[config.mk]
export PLATFORM = sky130hd
export DESIGN_NAME = vga_fb_fetch
export DESIGN_NICKNAME = d
export VERILOG_FILES = /design/src/rtl/vga_fetch_pkg.sv /design/src/rtl/vga_fetch_fifo.sv /design/src/rtl/vga_fb_fetch.sv
export SDC_FILE = /design/constraint.sdc
export NUM_CORES = 2
export LEC_CHECK = 0
export CORE_MARGIN = 2
export CORE_UTILIZATION = 40
export DETAILED_ROUTE_END_ITERATION = 10
export GPL_TIMING_DRIVEN = 0
export PLACE_DENSITY = 0.55
export REMOVE_ABC_BUFFERS = 1
export SLEW_MARGIN = 15
export SYNTH_ARGS = -nofsm -noshare
export SYNTH_HDL_FRONTEND = slang
export SYNTH_SLANG_ARGS = --single-unit
[constraint.sdc]
create_clock -name clk_i -period 3.5 [get_ports clk_i]
set_input_delay 0.7 -clock clk_i [delete_from_list [all_inputs] [get_ports clk_i]]
set_output_delay 0.7 -clock clk_i [all_outputs]
set_load 0.01 [all_outputs]
[src/rtl/vga_fetch_pkg.sv]
// Shared types and AXI constants for the VGA framebuffer fetch stage.
package vga_fetch_pkg;

    typedef enum logic [1:0] {
        IDLE  = 2'd0,
        ADDR  = 2'd1,
        DATA  = 2'd2,
        FLUSH = 2'd3
    } fsm_e;

    localparam logic [1:0] INCR    = 2'b01;
    localparam logic [1:0] OKAY    = 2'b00;
    localparam logic [2:0] SIZE_4B = 3'b010;

endpackage

[src/rtl/vga_fetch_fifo.sv]
// Synchronous word FIFO with flush and occupancy count.
module vga_fetch_fifo
    import vga_fetch_pkg::*;
#(
    parameter int DEPTH = 64,
    parameter int W     = 32
) (
    input  logic                     clk_i,
    input  logic                     rst_n_i,
    input  logic                     push_i,
    input  logic [W-1:0]             wdata_i,
    input  logic                     pop_i,
    input  logic                     flush_i,
    output logic [W-1:0]             rdata_o,
    output logic [$clog2(DEPTH):0]   count_o,
    output logic                     empty_o
);

    localparam int AW = $clog2(DEPTH);

    logic [W-1:0]  mem [DEPTH];
    logic [AW-1:0] wp;
    logic [AW-1:0] rp;
    logic [AW:0]   cnt;

    always_ff @(posedge clk_i) begin
        if (push_i) mem[wp] <= wdata_i;
    end

    always_ff @(posedge clk_i or negedge rst_n_i) begin
        if (!rst_n_i) begin
            wp  <= '0;
            rp  <= '0;
            cnt <= '0;
        end else if (flush_i) begin
            wp  <= '0;
            rp  <= '0;
            cnt <= '0;
        end else begin
            if (push_i) wp <= wp + 1'b1;
            if (pop_i)  rp <= rp + 1'b1;
            case ({push_i, pop_i})
                2'b10:   cnt <= cnt + 1'b1;
                2'b01:   cnt <= cnt - 1'b1;
                default: cnt <= cnt;
            endcase
        end
    end

    assign rdata_o = mem[rp];
    assign count_o = cnt;
    assign empty_o = (cnt == '0);

endmodule

[src/rtl/vga_fb_fetch.sv]
// Framebuffer fetch: AXI4 INCR bursts into a FIFO, one 16-bit pixel per request.
module vga_fb_fetch
    import vga_fetch_pkg::*;
#(
    parameter int AXI_ADDR_W = 32,
    parameter int AXI_ID_W   = 4,
    parameter int BURST_LEN  = 16,
    parameter int FIFO_DEPTH = 64
) (
    input  logic                  clk_i,
    input  logic                  rst_n_i,
    input  logic                  en_i,
    input  logic [AXI_ADDR_W-1:0] fb_base_i,
    input  logic [19:0]           fb_words_i,
    input  logic                  frame_start_i,
    input  logic                  pix_req_i,
    output logic [15:0]           pix_data_o,
    output logic                  underflow_o,
    output logic                  rerr_o,
    input  logic                  clr_i,
    output logic                  arvalid_o,
    input  logic                  arready_i,
    output logic [AXI_ADDR_W-1:0] araddr_o,
    output logic [7:0]            arlen_o,
    output logic [2:0]            arsize_o,
    output logic [1:0]            arburst_o,
    output logic [AXI_ID_W-1:0]   arid_o,
    input  logic                  rvalid_i,
    output logic                  rready_o,
    input  logic [31:0]           rdata_i,
    input  logic [1:0]            rresp_i,
    input  logic                  rlast_i
);

    localparam int CW = $clog2(FIFO_DEPTH) + 1;

    fsm_e          state;
    fsm_e          state_nx;
    logic [19:0]   offset;
    logic          half;
    logic          pend;
    logic          beat;
    logic          ar_hs;
    logic          want_flush;
    logic          start_burst;
    logic          take;
    logic          fifo_pop;
    logic          fifo_flush;
    logic          fifo_empty;
    logic [31:0]   fifo_head;
    logic [CW-1:0] fifo_cnt;
    logic [CW-1:0] free_slots;

    assign ar_hs      = (state == ADDR) && arready_i;
    assign beat       = (state == DATA) && rvalid_i;
    assign want_flush = pend || frame_start_i;
    assign fifo_flush = (state == FLUSH);
    assign take       = pix_req_i && !fifo_empty;
    assign fifo_pop   = take && half;

    // Bursts only launch from IDLE, so nothing is reserved when this is sampled.
    assign free_slots  = CW'(FIFO_DEPTH) - fifo_cnt;
    assign start_burst = en_i && !want_flush
                       && (offset < fb_words_i)
                       && (free_slots >= CW'(BURST_LEN));

    always_comb begin
        state_nx = state;
        unique case (state)
            IDLE: begin
                if (want_flush)       state_nx = FLUSH;
                else if (start_burst) state_nx = ADDR;
            end
            ADDR: if (arready_i) state_nx = DATA;
            DATA: begin
                if (rvalid_i && rlast_i)
                    state_nx = want_flush ? FLUSH : IDLE;
            end
            FLUSH:   state_nx = frame_start_i ? FLUSH : IDLE;
            default: state_nx = IDLE;
        endcase
    end

    always_ff @(posedge clk_i or negedge rst_n_i) begin
        if (!rst_n_i) begin
            state    <= IDLE;
            offset   <= '0;
            pend     <= 1'b0;
            half     <= 1'b0;
            araddr_o <= '0;
        end else begin
            state <= state_nx;
            if (fifo_flush)                offset <= '0;
            else if (ar_hs)                offset <= offset + 20'(BURST_LEN);
            if (fifo_flush)                pend <= 1'b0;
            else if (frame_start_i)        pend <= 1'b1;
            if (fifo_flush)                half <= 1'b0;
            else if (take)                 half <= ~half;
            if (state == IDLE && start_burst)
                araddr_o <= fb_base_i + AXI_ADDR_W'({offset, 2'b00});
        end
    end

    // Sticky flags: a new event on the same cycle beats the clear.
    always_ff @(posedge clk_i or negedge rst_n_i) begin
        if (!rst_n_i) begin
            pix_data_o  <= '0;
            underflow_o <= 1'b0;
            rerr_o      <= 1'b0;
        end else begin
            if (pix_req_i)
                pix_data_o <= fifo_empty ? 16'h0000
                            : (half ? fifo_head[31:16] : fifo_head[15:0]);
            if (pix_req_i && fifo_empty) underflow_o <= 1'b1;
            else if (clr_i)              underflow_o <= 1'b0;
            if (beat && rresp_i != OKAY) rerr_o <= 1'b1;
            else if (clr_i)              rerr_o <= 1'b0;
        end
    end

    vga_fetch_fifo #(
        .DEPTH (FIFO_DEPTH),
        .W     (32)
    ) u_fifo (
        .clk_i   (clk_i),
        .rst_n_i (rst_n_i),
        .push_i  (beat),
        .wdata_i (rdata_i),
        .pop_i   (fifo_pop),
        .flush_i (fifo_flush),
        .rdata_o (fifo_head),
        .count_o (fifo_cnt),
        .empty_o (fifo_empty)
    );

    assign arvalid_o = (state == ADDR);
    assign rready_o  = (state == DATA);
    assign arlen_o   = 8'(BURST_LEN - 1);
    assign arsize_o  = SIZE_4B;
    assign arburst_o = INCR;
    assign arid_o    = '0;

endmodule

==> impl_metrics.py <==
metrics = {
    "sta": {
        "rsz0062_at_grt": "true",
        "drv_slew": 0,
        "fmax_mhz": 287.6,
        "min_period_ns": 3.477,
        "fin_skew_ns": 0.04672,
        "relSlewSlack_pct": 27.11,
        "hold_viol_final": 0,
        "worst_pin_slew_ns": 1.084,
        "fin_ws_ns": 0.02292,
        "fin_tns_setup_ns": 0,
        "fin_crit_sh_pct": 99.35,
        "holdWs_ns": 0.2522,
        "setup_viol": 0,
    },
    "clock_network": {
        "htree_levels": 4,
        "clock-sinks": 2137,
        "clk_path_buf_depth": 3,
        "cts-root-buf": "clkbuf_16",
        "cts_tree": "yes",
        "clkTransAtPathRegs_ns": 0.07,
        "cts_buffers": 217,
        "clkLatencyLatePin_ns": 0.86,
    },
    "critical_path": {
        "worstSetupEndpointType": "register",
        "r2r_setup_slack_ns": 0.02,
        "critPathKind": "reg2reg",
        "r2r_cells": 7,
        "r2r-end": "pix_data_o[9]",
        "start_kind": "register",
        "crit_fanout": 26,
        "endpoint": "pix_data_o[9]",
        "crit_arrival_ns": 4.20,
        "cp.required_ns": 4.22,
        "reg2reg_from": "u_fifo.rp[3]",
        "crit_start": "u_fifo.rp[3]",
    },
    "floorplanning": {
        "coreArea_mm2": 0.2073,
        "die_w_um": 460.6,
        "rows": 167,
        "pin_count": 164,
        "die_area_mm2": 0.2122,
        "initial_core_util_pct": 40.24,
        "dieHeight_um": 460.6,
    },
    "placement": {
        "port_buffers": 146,
        "dp_slack_ns": -1.577,
        "hpwl_um": 141900,
        "globalplace.congestion": 0.7555,
        "place_area_mm2": 0.09278,
    },
    "synthesis": {
        "yosysWarnings": 0,
        "synth_cell_types": 67,
        "synth_top_area_share_pct": 73.74,
        "synth_edf_count": 2048,
        "synthArstFlopShare_pct": 4.165,
        "synth_area_per_cell_um2": 21.94,
        "synth_area_leaders": "edfxtp_1 74%, mux4_2 15%, dfrtp_1 2.7%",
        "synth_ff_type": "edfxtp_1",
        "ys_ff_latch": 2137,
        "syn_inst": 3802,
        "synth_area_leader_cell": "edfxtp_1",
        "ys_seq_area_share_pct": 76.41,
        "synthesis.area_mm2": 0.08340,
    },
    "global_routing": {
        "grt_pass1_wl_um": 318300,
        "grt_use_met1_pct": 29.25,
        "grt_max_degree": 52,
        "gr-usage-all-layers_pct": 21.29,
        "grt.met3_usage_pct": 4.289,
        "grt_pass1_vias": 41550,
        "antenna_found_initial": 12,
        "grt_use_met2_pct": 34.86,
        "busiest_layer": "met2",
        "overflow": 0,
    },
    "drt": {
        "drc": 0,
        "wl_per_cell_um": 31.23,
        "final_antenna_net_count": 0,
        "routed_wl_um": 226200,
        "firstDrtPassIters": 7,
        "routed_via_density": 5.699,
        "via_count": 41280,
        "drt_iter0_drc": 4481,
    },
    "flow_run": {
        "max_cap_viol_count": 0,
    },
    "power_and_ir_drop": {
        "peakVddDrop_v": 0.0006419,
        "p_leak_nw": 31.39,
        "power_density_mw_per_mm2": 625.8,
    },
    "cells_and_area": {
        "nFillCells": 16640,
        "area_growth_pct": 20.99,
        "drive_above_1_share_pct": 30.12,
        "nNetsFinal": 4401,
        "fin_area_mm2": 0.1009,
    },
    "hold_path": {
        "hold_path_depth": 1,
        "hold_class": "in2reg",
    },
    "outcome": {
        "outcome": "finished, final reports clean",
    },
}
## how the worst min path moves through the flow
stage	start	to	slack [ns]
3_5_place_dp	araddr_o[30]	araddr_o[30]	0.47
5_1_grt	rdata_i[1]	u_fifo.mem[31][1]	0.24
4_1_cts	rdata_i[1]	u_fifo.mem[24][1]	0.21
2_1_floorplan	rst_n_i	araddr_o[0]	0.40
3_3_place_gp	araddr_o[31]	araddr_o[31]	0.47
6_report	rdata_i[1]	u_fifo.mem[30][1]	0.25
## cell usage after synthesis (7+ instances only)
cell type,instances
ha_1,40
o21ai_0,37
mux2_2,32
buf_1,31
buf_6,15
inv_1,26
nor2_1,126
nor2b_1,12
edfxtp_1,2048
a21oi_1,59
buf_4,43
dfrtp_1,89
mux2i_1,104
a22o_1,7
a211oi_1,9
nand3_1,51
buf_2,49
o221ai_1,19
xor2_1,20
o22ai_1,14
nor3_1,11
mux4_2,561
nand2_1,116
clkbuf_1,71
a21o_1,14
o21ai_1,21
xnor2_1,14
a221oi_1,15
a22oi_1,31
nand4_1,7
o211ai_1,20
## flip-flops by register name, summed over array words and instances, names as in the netlist
name	cells
half	1
u_fifo.mem	2048
u_fifo.wp	6
pend	1
u_fifo.rp	6
offset	16
u_fifo.count_o	7
pix_data_o	16
araddr_o	32
state	2
underflow_o	1
rerr_o	1
## placed cells by master, fill, tap and decap left out, types with 10 or more instances in the layout
| master | n |
|---|---|
| clkbuf_16 | 221 |
| a21o_1 | 14 |
| o211ai_1 | 20 |
| inv_1 | 25 |
| buf_4 | 53 |
| o21ai_1 | 21 |
| buf_16 | 127 |
| nor3_1 | 11 |
| a22oi_1 | 29 |
| clkdlybuf4s50_1 | 113 |
| xor2_1 | 20 |
| nand3_1 | 48 |
| bufinv_16 | 17 |
| bufbuf_16 | 10 |
| buf_2 | 32 |
| conb_1 | 17 |
| xnor2_1 | 14 |
| mux2i_1 | 102 |
| edfxtp_1 | 2048 |
| a221oi_1 | 14 |
| nor2_1 | 56 |
| buf_12 | 85 |
| ha_1 | 40 |
| a21oi_1 | 59 |
| o22ai_1 | 14 |
| o21ai_0 | 36 |
| clkbuf_1 | 39 |
| nand2_1 | 109 |
| o221ai_1 | 19 |
| dfrtp_1 | 83 |
| clkinv_2 | 52 |
| clkinv_1 | 55 |
| nor2_4 | 66 |
| mux2_2 | 29 |
| mux4_2 | 561 |
## where the power goes
group,total (mW),internal [mW],switching [mW]
registers,28.9,28.5,0.371
clock network,22.7,12.7,9.98
logic,11.6,6.10,5.47
total,63.1,47.3,15.8
## area by class of cell
type                            instances  area, µm²  share of cell area (%)
Tap cell                             2788       3488                   3.457
Timing Repair Buffer                  439       7488                   7.421
Multi-Input combinational cell       1442      19120                   18.95
Inverter                               28      106.4                  0.1054
Clock buffer                          257       5602                   5.551
Clock inverter                        146       1336                   1.324
Antenna cell                            6      15.01                 0.01488
Sequential cell                      2137      63750                   63.17
## cells by family after synthesis
logic type / count (synthesis) / synth area share [%]
adder cells (fa/ha/maj): 41 / 0.6241
multiplexers: 697 / 16.83
XOR/XNOR: 34 / 0.3570
AND/OR/NAND/NOR: 369 / 2.007
AO/OA/AOI/OAI: 284 / 2.282
buffers and inverters: 238 / 1.487
flip-flops: 2137 / 76.41
other: 2 / 0.009004
## stage by stage
stage	power [mW]	cells	utilization, %
finish	63.15	7243	48.68
global route	65.28	7237	48.68
CTS	63.53	7224	48.57
detailed placement	40.01	6753	44.76
global placement	35.31	6541	42.11
floorplan	33.26	3607	-
## metal layers
layer / wire, µm / vias up
li1: - / 16990
met1: 93380 / 22430
met2: 111400 / 1551
met3: 16140 / 293
met4: 5206 / 8
met5: 49 / -
## worst max-delay path, stage by stage (launching register included)
cell and delay [ns]:
dfrtp_4 0.68, buf_12 0.27, or3b_4 0.57, o22ai_1 0.19, a2111oi_1 0.71, a21oi_1 0.35
o211ai_1 0.40, nand3_1 0.12
## repair_timing
item | CTS | global route
buffers inserted | 56 | 10
gates resized for setup | 31 | 11
cloned | 11 | 3
hold buffers | 1 | 0
endpoints found under the hold margin | 50 | 0
endpoints found under the setup margin | 1070 | 61
pin swaps | 29 | 7
Note: power is estimated with default switching activity, not from simulation.
